File: src/rtl/ddr_req_arbiter_2ch_if.sv
// ddr_req_arbiter_2ch_if: requester-side and avalon_mm_ddr-side signals of the two-port DDR arbiter
interface ddr_req_arbiter_2ch_if #(
  parameter int ADDR_W = 25,
  parameter int DATA_W = 256,
  parameter int BE_W   = 32
);
  logic [1:0]          rq_wr;
  logic [1:0]          rq_rd;
  logic [2*ADDR_W-1:0] rq_adr;
  logic [2*DATA_W-1:0] rq_wr_data;
  logic [2*BE_W-1:0]   rq_byte_enable;
  logic [1:0]          rq_ack;
  logic [1:0]          rq_done;
  logic [1:0]          rq_err;
  logic [1:0]          rq_rd_valid;
  logic [DATA_W-1:0]   rq_rd_data;
  logic                busy;
  logic                grant;
  logic                wr_rq;
  logic                rd_rq;
  logic [ADDR_W-1:0]   wr_adr;
  logic [ADDR_W-1:0]   rd_adr;
  logic [DATA_W-1:0]   wr_data;
  logic [BE_W-1:0]     byte_enable;
  logic                rd_valid;
  logic [DATA_W-1:0]   rd_data;
  logic                action_done;
  modport slave (
    input  rq_wr, rq_rd, rq_adr, rq_wr_data, rq_byte_enable, rd_valid, rd_data, action_done,
    output rq_ack, rq_done, rq_err, rq_rd_valid, rq_rd_data, busy, grant,
           wr_rq, rd_rq, wr_adr, rd_adr, wr_data, byte_enable
  );
  modport master (
    output rq_wr, rq_rd, rq_adr, rq_wr_data, rq_byte_enable, rd_valid, rd_data, action_done,
    input  rq_ack, rq_done, rq_err, rq_rd_valid, rq_rd_data, busy, grant,
           wr_rq, rd_rq, wr_adr, rd_adr, wr_data, byte_enable
  );
endinterface

File: src/rtl/ddr_req_arbiter_2ch.sv
// ddr_req_arbiter_2ch: round-robin sharing of the avalon_mm_ddr port between two requesters with watchdog abort
module ddr_req_arbiter_2ch #(
  parameter int ADDR_W  = 25,
  parameter int DATA_W  = 256,
  parameter int BE_W    = 32,
  parameter int TIMEOUT = 1023
) (
  input logic avalon_clk,
  input logic avalon_reset,
  ddr_req_arbiter_2ch_if.slave bus
);
  typedef enum logic [1:0] {IDLE, ISSUE, WAIT} state_t;
  state_t            state;
  logic              prio;
  logic              op_rd;
  logic [9:0]        wd;
  logic [ADDR_W-1:0] adr_q;
  logic [DATA_W-1:0] data_q;
  logic [BE_W-1:0]   be_q;
  logic [1:0]        pend;
  logic              sel;
  logic [1:0]        own;
  always_comb begin
    pend = bus.rq_wr | bus.rq_rd;
    sel  = (&pend) ? prio : pend[1];
    own  = bus.grant ? 2'b10 : 2'b01;
  end
  assign bus.wr_adr      = adr_q;
  assign bus.rd_adr      = adr_q;
  assign bus.wr_data     = data_q;
  assign bus.byte_enable = be_q;
  always_ff @(posedge avalon_clk) begin
    if (avalon_reset) begin
      state           <= IDLE;
      prio            <= 1'b0;
      op_rd           <= 1'b0;
      wd              <= '0;
      adr_q           <= '0;
      data_q          <= '0;
      be_q            <= '0;
      bus.rq_ack      <= '0;
      bus.rq_done     <= '0;
      bus.rq_err      <= '0;
      bus.rq_rd_valid <= '0;
      bus.rq_rd_data  <= '0;
      bus.busy        <= 1'b0;
      bus.grant       <= 1'b0;
      bus.wr_rq       <= 1'b0;
      bus.rd_rq       <= 1'b0;
    end else begin
      bus.rq_ack      <= '0;
      bus.rq_done     <= '0;
      bus.rq_err      <= '0;
      bus.wr_rq       <= 1'b0;
      bus.rd_rq       <= 1'b0;
      bus.rq_rd_valid <= (bus.rd_valid && state == WAIT && op_rd) ? own : 2'b00;
      bus.rq_rd_data  <= bus.rd_data;
      case (state)
        IDLE: if (|pend) begin
          // a port raising both wr and rd gets its write first; the read stays pending
          bus.grant  <= sel;
          op_rd      <= ~bus.rq_wr[sel];
          adr_q      <= sel ? bus.rq_adr[2*ADDR_W-1:ADDR_W] : bus.rq_adr[ADDR_W-1:0];
          data_q     <= sel ? bus.rq_wr_data[2*DATA_W-1:DATA_W] : bus.rq_wr_data[DATA_W-1:0];
          be_q       <= sel ? bus.rq_byte_enable[2*BE_W-1:BE_W] : bus.rq_byte_enable[BE_W-1:0];
          bus.rq_ack <= sel ? 2'b10 : 2'b01;
          bus.wr_rq  <= bus.rq_wr[sel];
          bus.rd_rq  <= ~bus.rq_wr[sel];
          bus.busy   <= 1'b1;
          state      <= ISSUE;
        end
        ISSUE: begin
          wd    <= '0;
          state <= WAIT;
        end
        WAIT: if (bus.action_done || wd == 10'(TIMEOUT - 1)) begin
          bus.rq_done <= own;
          bus.rq_err  <= bus.action_done ? 2'b00 : own;
          prio        <= ~bus.grant;
          bus.busy    <= 1'b0;
          state       <= IDLE;
        end else begin
          wd <= wd + 10'd1;
        end
        default: state <= IDLE;
      endcase
    end
  end
endmodule

File: src/flat_wrapper.sv
// flat-port wrapper written by rule: the top's interface ports become plain ports
module ddr_req_arbiter_2ch_flat 
#(
  parameter int ADDR_W  = 25,
  parameter int DATA_W  = 256,
  parameter int BE_W    = 32,
  parameter int TIMEOUT = 1023
)
  (avalon_clk, avalon_reset, bus_rq_wr, bus_rq_rd, bus_rq_adr, bus_rq_wr_data, bus_rq_byte_enable, bus_rd_valid, bus_rd_data, bus_action_done, bus_rq_ack, bus_rq_done, bus_rq_err, bus_rq_rd_valid, bus_rq_rd_data, bus_busy, bus_grant, bus_wr_rq, bus_rd_rq, bus_wr_adr, bus_rd_adr, bus_wr_data, bus_byte_enable);
  ddr_req_arbiter_2ch_if #(.ADDR_W(ADDR_W), .DATA_W(DATA_W), .BE_W(BE_W)) bus_i ();
  input logic avalon_clk;
  input logic avalon_reset;
  input wire logic [$bits(bus_i.rq_wr)-1:0] bus_rq_wr;
  input wire logic [$bits(bus_i.rq_rd)-1:0] bus_rq_rd;
  input wire logic [$bits(bus_i.rq_adr)-1:0] bus_rq_adr;
  input wire logic [$bits(bus_i.rq_wr_data)-1:0] bus_rq_wr_data;
  input wire logic [$bits(bus_i.rq_byte_enable)-1:0] bus_rq_byte_enable;
  input wire logic [$bits(bus_i.rd_valid)-1:0] bus_rd_valid;
  input wire logic [$bits(bus_i.rd_data)-1:0] bus_rd_data;
  input wire logic [$bits(bus_i.action_done)-1:0] bus_action_done;
  output wire logic [$bits(bus_i.rq_ack)-1:0] bus_rq_ack;
  output wire logic [$bits(bus_i.rq_done)-1:0] bus_rq_done;
  output wire logic [$bits(bus_i.rq_err)-1:0] bus_rq_err;
  output wire logic [$bits(bus_i.rq_rd_valid)-1:0] bus_rq_rd_valid;
  output wire logic [$bits(bus_i.rq_rd_data)-1:0] bus_rq_rd_data;
  output wire logic [$bits(bus_i.busy)-1:0] bus_busy;
  output wire logic [$bits(bus_i.grant)-1:0] bus_grant;
  output wire logic [$bits(bus_i.wr_rq)-1:0] bus_wr_rq;
  output wire logic [$bits(bus_i.rd_rq)-1:0] bus_rd_rq;
  output wire logic [$bits(bus_i.wr_adr)-1:0] bus_wr_adr;
  output wire logic [$bits(bus_i.rd_adr)-1:0] bus_rd_adr;
  output wire logic [$bits(bus_i.wr_data)-1:0] bus_wr_data;
  output wire logic [$bits(bus_i.byte_enable)-1:0] bus_byte_enable;
  assign bus_i.rq_wr = bus_rq_wr;
  assign bus_i.rq_rd = bus_rq_rd;
  assign bus_i.rq_adr = bus_rq_adr;
  assign bus_i.rq_wr_data = bus_rq_wr_data;
  assign bus_i.rq_byte_enable = bus_rq_byte_enable;
  assign bus_i.rd_valid = bus_rd_valid;
  assign bus_i.rd_data = bus_rd_data;
  assign bus_i.action_done = bus_action_done;
  assign bus_rq_ack = bus_i.rq_ack;
  assign bus_rq_done = bus_i.rq_done;
  assign bus_rq_err = bus_i.rq_err;
  assign bus_rq_rd_valid = bus_i.rq_rd_valid;
  assign bus_rq_rd_data = bus_i.rq_rd_data;
  assign bus_busy = bus_i.busy;
  assign bus_grant = bus_i.grant;
  assign bus_wr_rq = bus_i.wr_rq;
  assign bus_rd_rq = bus_i.rd_rq;
  assign bus_wr_adr = bus_i.wr_adr;
  assign bus_rd_adr = bus_i.rd_adr;
  assign bus_wr_data = bus_i.wr_data;
  assign bus_byte_enable = bus_i.byte_enable;
  ddr_req_arbiter_2ch #(.ADDR_W(ADDR_W), .DATA_W(DATA_W), .BE_W(BE_W), .TIMEOUT(TIMEOUT)) u_core (.avalon_clk(avalon_clk), .avalon_reset(avalon_reset), .bus(bus_i));
endmodule
File: config.mk
export PLATFORM = sky130hd
export DESIGN_NAME = ddr_req_arbiter_2ch_flat
export DESIGN_NICKNAME = d
export VERILOG_FILES = /design/src/rtl/ddr_req_arbiter_2ch_if.sv /design/src/rtl/ddr_req_arbiter_2ch.sv /design/src/flat_wrapper.sv
export SDC_FILE = /design/constraint.sdc
export NUM_CORES = 1
export LEC_CHECK = 0
export CAP_MARGIN = 20
export CORE_AREA = 2 2 581 583
export CTS_CLUSTER_DIAMETER = 60
export DETAILED_ROUTE_END_ITERATION = 12
export DIE_AREA = 0 0 583 585
export PLACE_DENSITY = 0.3
export REMOVE_ABC_BUFFERS = 1
export SETUP_SLACK_MARGIN = 0.1
export SKIP_LAST_GASP = 1
export SLEW_MARGIN = 0
export SYNTH_ARGS = -nofsm -noshare
export SYNTH_HDL_FRONTEND = slang
export SYNTH_SLANG_ARGS = --single-unit
File: constraint.sdc
create_clock -name avalon_clk -period 4.83 [get_ports avalon_clk]
set_clock_uncertainty 0.05 [all_clocks]
set_input_delay 0.483 -clock avalon_clk [delete_from_list [all_inputs] [get_ports avalon_clk]]
set_output_delay 0.483 -clock avalon_clk [all_outputs]
set_load 0.03 [all_outputs]
==> results of run 1 <==
routing by layer:
layer  up-vias  share of wire [%]  global-route usage (%)
li1      11200                  -                       -
met1     11400                 39                    12.9
met2      1281                 46                    18.8
met3       302                 12                    6.42
met4        96                2.3                    2.78
met5         -               0.31                       0
report_power, final:
part           internal, mW  switching (mW)
logic                  1.93            2.81
clock network          5.31            3.03
registers              5.41           0.356
total                  12.6            6.20
cell type report:
class	count	share of cell area (%)
Tap cell	4407	12.1
Inverter	5	0.0412
Clock buffer	139	6.70
Timing Repair Buffer	1550	34.3
Clock inverter	53	1.72
Multi-Input combinational cell	1613	18.8
Antenna cell	38	0.209
Sequential cell	595	26.2
path summary, 6_finish.rpt:
check / from / to / slack [ns] / cells after the start
hold / removal: avalon_reset / u_core.bus.rq_rd_data[18] / 0.11 / 2
setup reg to reg: u_core.prio / u_core.bus.byte_enable[15] / 2.46 / 5
hold reg to reg: u_core.bus.busy / u_core.bus.busy / 0.44 / 2
setup / recovery: u_core.bus.rd_adr[8] / bus_wr_adr[8] / 1.73 / 1
flip-flops by register name, indices dropped and copies added, names as in the netlist:
name and flops:
u_core.wd 10, u_core.bus.grant 1, u_core.prio 1, u_core.bus.wr_data 256, u_core.bus.rd_adr 25, u_core.bus.rq_rd_data 256, u_core.bus.rd_rq 1, u_core.bus.rq_ack 2
u_core.bus.rq_done 2, u_core.bus.wr_rq 1, u_core.op_rd 1, u_core.bus.busy 1, u_core.state 2, u_core.bus.rq_rd_valid 2, u_core.bus.byte_enable 32, u_core.bus.rq_err 2
cell families after synthesis:
kind of cell | after synthesis | synth area share, %
AO/OA/AOI/OAI | 341 | 13.6
XOR/XNOR | 2 | 0.0814
adder cells (fa/ha/maj) | 2 | 0.116
buffers and inverters | 238 | 5.03
flip-flops | 595 | 55.4
multiplexers | 2 | 0.0930
AND/OR/NAND/NOR | 1266 | 25.7
cells in the final DEF, fill, tap and decap left out, types with 38 or more instances in the layout:
cell | synthesis | layout
diode_2 | 0 | 38
clkbuf_16 | 0 | 110
dfxtp_1 | 595 | 595
clkdlybuf4s50_1 | 0 | 1491
nand2_1 | 634 | 634
nor2_1 | 330 | 330
buf_4 | 25 | 38
nor2b_1 | 261 | 261
a311oi_1 | 314 | 314
==> flow_summary_export.csv, run 1 <==
group,metric,value,unit
floorplan,rows,213,
worst_setup_path,crit_path_cell_trace,"clkdlybuf4s50_1",
synth,yosys.area.top_type_share,55.4,%
cts,cts_resized,0,
sta,drv_slew,0,
floorplan,die_h,585,µm
cts,clock_sinks,595,
synth,synth_warnings,0,
sta,worst_pin_slew,1.16,ns
routing,drt-wirelength-per-cell,24.4,µm
routing,dr.pass1.iters,5,
job,drv_cap,0,
power,total_power,18.8,mW
status,status,"completed",
layout,syn_to_final_growth,112,%
layout,layout.cells.non_filler,8400,
worst_setup_path,critPathMaxFanout,3,
routing,drc,0,
worst_setup_path,slowest_delay,1.05,ns
sta,fin_setup_tns,0,ns
global_route,grt_max_degree,159,
cts,postCtsHoldBufs,0,
synth,ys.flop_type,"dfxtp_1",
synth,synth_top_area_cell,"dfxtp_1",
global_route,grt_pass1_vias,24700,
routing,ant_nets,0,
global_route,grt_overflow,0,
routing,routed_wl,205000,µm
synth,async_flop_share,0,%
synth,yosysMostFrequentCell,"nand2_1",
sta,setup_viol_count_final,0,
placed_design,hpwl,174000,µm
sta,maxSlewHeadroom,22.5,%
layout,seq_area,0.0119,mm²
routing,vias,24300,
worst_setup_path,cp-end-kind,"output port",
power,irDropWorstVdd,0.246,mV
synth,syn-instance-count,2446,
synth,ys_ff_latch,595,
synth,synth-seq-area-share,55.4,%
synth,synth_commonest_cells,"634 x nand2_1, 595 x dfxtp_1, 330 x nor2_1",
layout,multiInputGateArea,0.00854,mm²
placed_design,port_buffers,1495,
sta,period_minus_slack,3.10,ns
placed_design,pre_cts_ws,1.69,ns
sta,min_period_over_period,64.2,%
worst_setup_path,cp.required,4.30,ns
cts,cts_tree,"done",
layout,post-route-util,13.6,%
cts,cts_setup_buffers,0,
layout,stdcell_area,0.0455,mm²
synth,yosys.cell_types.count,44,
placed_design,dp_cells,8170,
worst_setup_path,critPathArrivalTime,2.57,ns
global_route,grt_pass1_wl,260000,µm
floorplan,design.die.area,0.341,mm²
cts,path_clk_slew,0.06,ns
worst_setup_path,critPathKind,"flop to output port",
synth,avgSynthCellArea,8.80,µm²
layout,num-fill-cells,38300,
placed_design,dpl-instance-area,0.0416,mm²
floorplan,pin_count,1496,
sta,holdWs,0.115,ns
routing,drt_iter0_drc,1196,
cts,clockBufferDepth,4,
synth,syn_area,0.0215,mm²
cts,cts_root_buf,"clkbuf_16",
worst_setup_path,startpoint_type,"flop",
hold_path,hold_class,"primary input to flop",
synth,synth_edf_count,0,
cts,clk_latency,0.81,ns
floorplan,die_w,583,µm
power,powerDensity,414,mW/mm²
sta,rsz0062_at_grt,"no",
sta,hold_violations,0,
sta,worst_slack,1.73,ns
floorplan,initial_utilization,6.42,%
worst_setup_path,critPathBufInv,1,
global_route,grt.total_usage,11.5,%
floorplan,coreArea,0.335,mm²
placed_design,place.gp.congestion,0.823,
synth,synth_area_leaders,"dfxtp_1 55%, a311oi_1 13%, nand2_1 11%, nor2b_1 7.6%, nor2_1 5.8%",
cts,numCtsBuffers,109,
worst_setup_path,path_delay_family,"buffers and inverters",
routing,via_per_inst,2.89,
layout,final_nets,4766,
cts,cts_max_level,3,
power,leakagePower,16.0,nW
worst_setup_path,cpMaxStageDelayCell,"clkdlybuf4s50_1",
global_route,antenna_found_initial,124,
sta,max_freq,322,MHz
layout,drive_gt1_share,6.25,%
Note: power is estimated with default switching activity, not from simulation.
==> run 2: changes to the inputs <==
CORE_AREA = 2 2 588 590   (was 2 2 581 583)
DIE_AREA = 0 0 590 592   (was 0 0 583 585)
clock period = 3 ns   (was 4.83 ns; I/O delays follow)
==> flow_summary_export.csv, run 2 (synthesized netlist as in run 1, its figures left out) <==
group,metric,value,unit
placed_design,pre_cts_ws,0.345,ns
floorplan,coreArea,0.342,mm²
sta,period_minus_slack,2.66,ns
sta,hold_violations,0,
sta,holdWs,0.0683,ns
power,irDropWorstVdd,0.444,mV
cts,cts_setup_buffers,0,
floorplan,pin_count,1496,
cts,clock_sinks,595,
cts,cts_max_level,3,
worst_setup_path,r2r_cells,7,
global_route,antenna_found_initial,123,
worst_setup_path,path_delay_family,"buffers and inverters",
worst_setup_path,startpoint_type,"flop",
hold_path,hold_start,"bus_rd_data[68]",
worst_setup_path,slowest_delay,1.16,ns
status,status,"completed",
worst_setup_path,r2r_slack,0.36,ns
placed_design,place.gp.congestion,0.843,
hold_path,hold_class,"primary input to flop",
routing,drt_iter0_drc,1293,
sta,max_freq,376,MHz
cts,numCtsBuffers,111,
global_route,grt_pass1_vias,28700,
sta,worst_pin_slew,1.02,ns
cts,clockBufferDepth,4,
worst_setup_path,critPathMaxFanout,1,
floorplan,die_h,592,µm
cts,path_clk_slew,0.05,ns
global_route,grt_max_degree,99,
worst_setup_path,critPathArrivalTime,2.31,ns
routing,dr.pass1.iters,6,
cts,cts_tree,"done",
worst_setup_path,critPathKind,"flop to output port",
job,drv_cap,0,
power,leakagePower,19.7,nW
sta,maxSlewHeadroom,32.0,%
placed_design,hpwl,182000,µm
floorplan,die_w,590,µm
routing,ant_nets,0,
floorplan,design.die.area,0.349,mm²
hold_path,min_path_cells,2,
cts,cts_root_buf,"clkbuf_16",
sta,min_period_over_period,88.7,%
worst_setup_path,cpMaxStageDelayCell,"clkdlybuf4s50_1",
layout,final_cell_mix,"1,485 x clkdlybuf4s50_1, 774 x dlygate4sd3_1, 634 x nand2_1",
placed_design,port_buffers,1495,
routing,vias,27600,
global_route,grt_pass1_wl,278000,µm
sta,drv_slew,0,
sta,worst_slack,0.339,ns
power,powerDensity,585,mW/mm²
layout,final_nets,5556,
worst_setup_path,rr_endpoint,"u_core.bus.wr_data[57]",
layout,drive_gt1_share,5.71,%
hold_path,min_to,"u_core.bus.rq_rd_data[68]",
cts,clk_latency,0.86,ns
floorplan,rows,215,
sta,rsz0062_at_grt,"no",
worst_setup_path,critPathBufInv,1,
worst_setup_path,cp.required,2.65,ns
worst_setup_path,r2r_start,"u_core.state[0]",
routing,routed_wl,216000,µm
global_route,grt_overflow,0,
routing,drt-wirelength-per-cell,23.2,µm
routing,drc,0,
worst_setup_path,crit_path_cell_trace,"clkdlybuf4s50_1",
layout,syn_to_final_growth,149,%
floorplan,initial_utilization,6.28,%
global_route,grt.total_usage,11.8,%
layout,layout_commonest_cell,"clkdlybuf4s50_1",
worst_setup_path,cp-end-kind,"output port",
routing,via_per_inst,2.96,
sta,setup_viol_count_final,0,
## run 2: cell count changes in the layout (fill, tap and decap cells not counted), moves of 4 or more
cell	delta
clkinvlp_4	+4
buf_12	+7
bufinv_16	-7
buf_4	+12
diode_2	-8
dlygate4sd3_1	+774
clkdlybuf4s50_1	-6
## run 2: layout make-up
cell class | instances | area (µm²)
clock buffers | 143 | 3100
diodes | 30 | 75.1
well taps | 4557 | 5700
flip-flops and latches | 595 | 11900
multi-input cells | 1613 | 8540
fillers | 38700 | 289000
repair buffers | 2338 | 23500
inverters | 5 | 18.8
clock inverters | 56 | 676
## run 2: power breakdown
part           internal (mW)  switching [mW]  total [mW]
clock network           8.09            5.05        13.1
registers               8.71           0.529        9.24
logic                   4.09            4.84        8.93
total                   20.9            10.4        31.3
## run 2: metrics by stage
| stage | area, µm² | util, % | std cells | power [mW] | TNS (ns) |
|---|---|---|---|---|---|
| final | 53600 | 15.6 | 9337 | 31.3 | 0 |
| after global routing | 53500 | 15.6 | 9318 | 32.7 | 0 |
| after detailed placement | 42000 | 12.3 | 8334 | 17.3 | 0 |
| after global placement | 42000 | 12.3 | 8334 | 17.3 | 0 |
| after CTS | 53500 | 15.6 | 9307 | 32.2 | 0 |
| after floorplan | 20500 | - | 2213 | 12.9 | -2847.19 |
## run 2: worst max-delay path by stage
stage | cells after the start | to | from
after floorplan | 2 | u_core.bus.byte_enable[0] | u_core.state[1]
after global routing | 7 | u_core.bus.wr_data[158] | u_core.state[0]
after CTS | 1 | bus_wr_data[71] | u_core.bus.wr_data[71]
final | 1 | bus_rq_rd_data[248] | u_core.bus.rq_rd_data[248]
after detailed placement | 7 | u_core.bus.wr_data[97] | bus_rq_wr[1]
after global placement | 7 | u_core.bus.wr_data[163] | bus_rq_rd[0]
## run 2: metal layers
layer | up-vias | track usage (%) | part of all wire [%]
met5 | - | 0 | 0.22
met4 | 72 | 3.70 | 3.6
met3 | 352 | 4.33 | 8.7
met2 | 1375 | 20.5 | 48
met1 | 13000 | 13.5 | 40
li1 | 12800 | - | -
## run 2: what timing repair did
action	CTS	global route
hold buffers	774	0
endpoints found under the setup margin	1	20
cloned	0	0
gates resized for setup	1	2
endpoints found under the hold margin	538	0
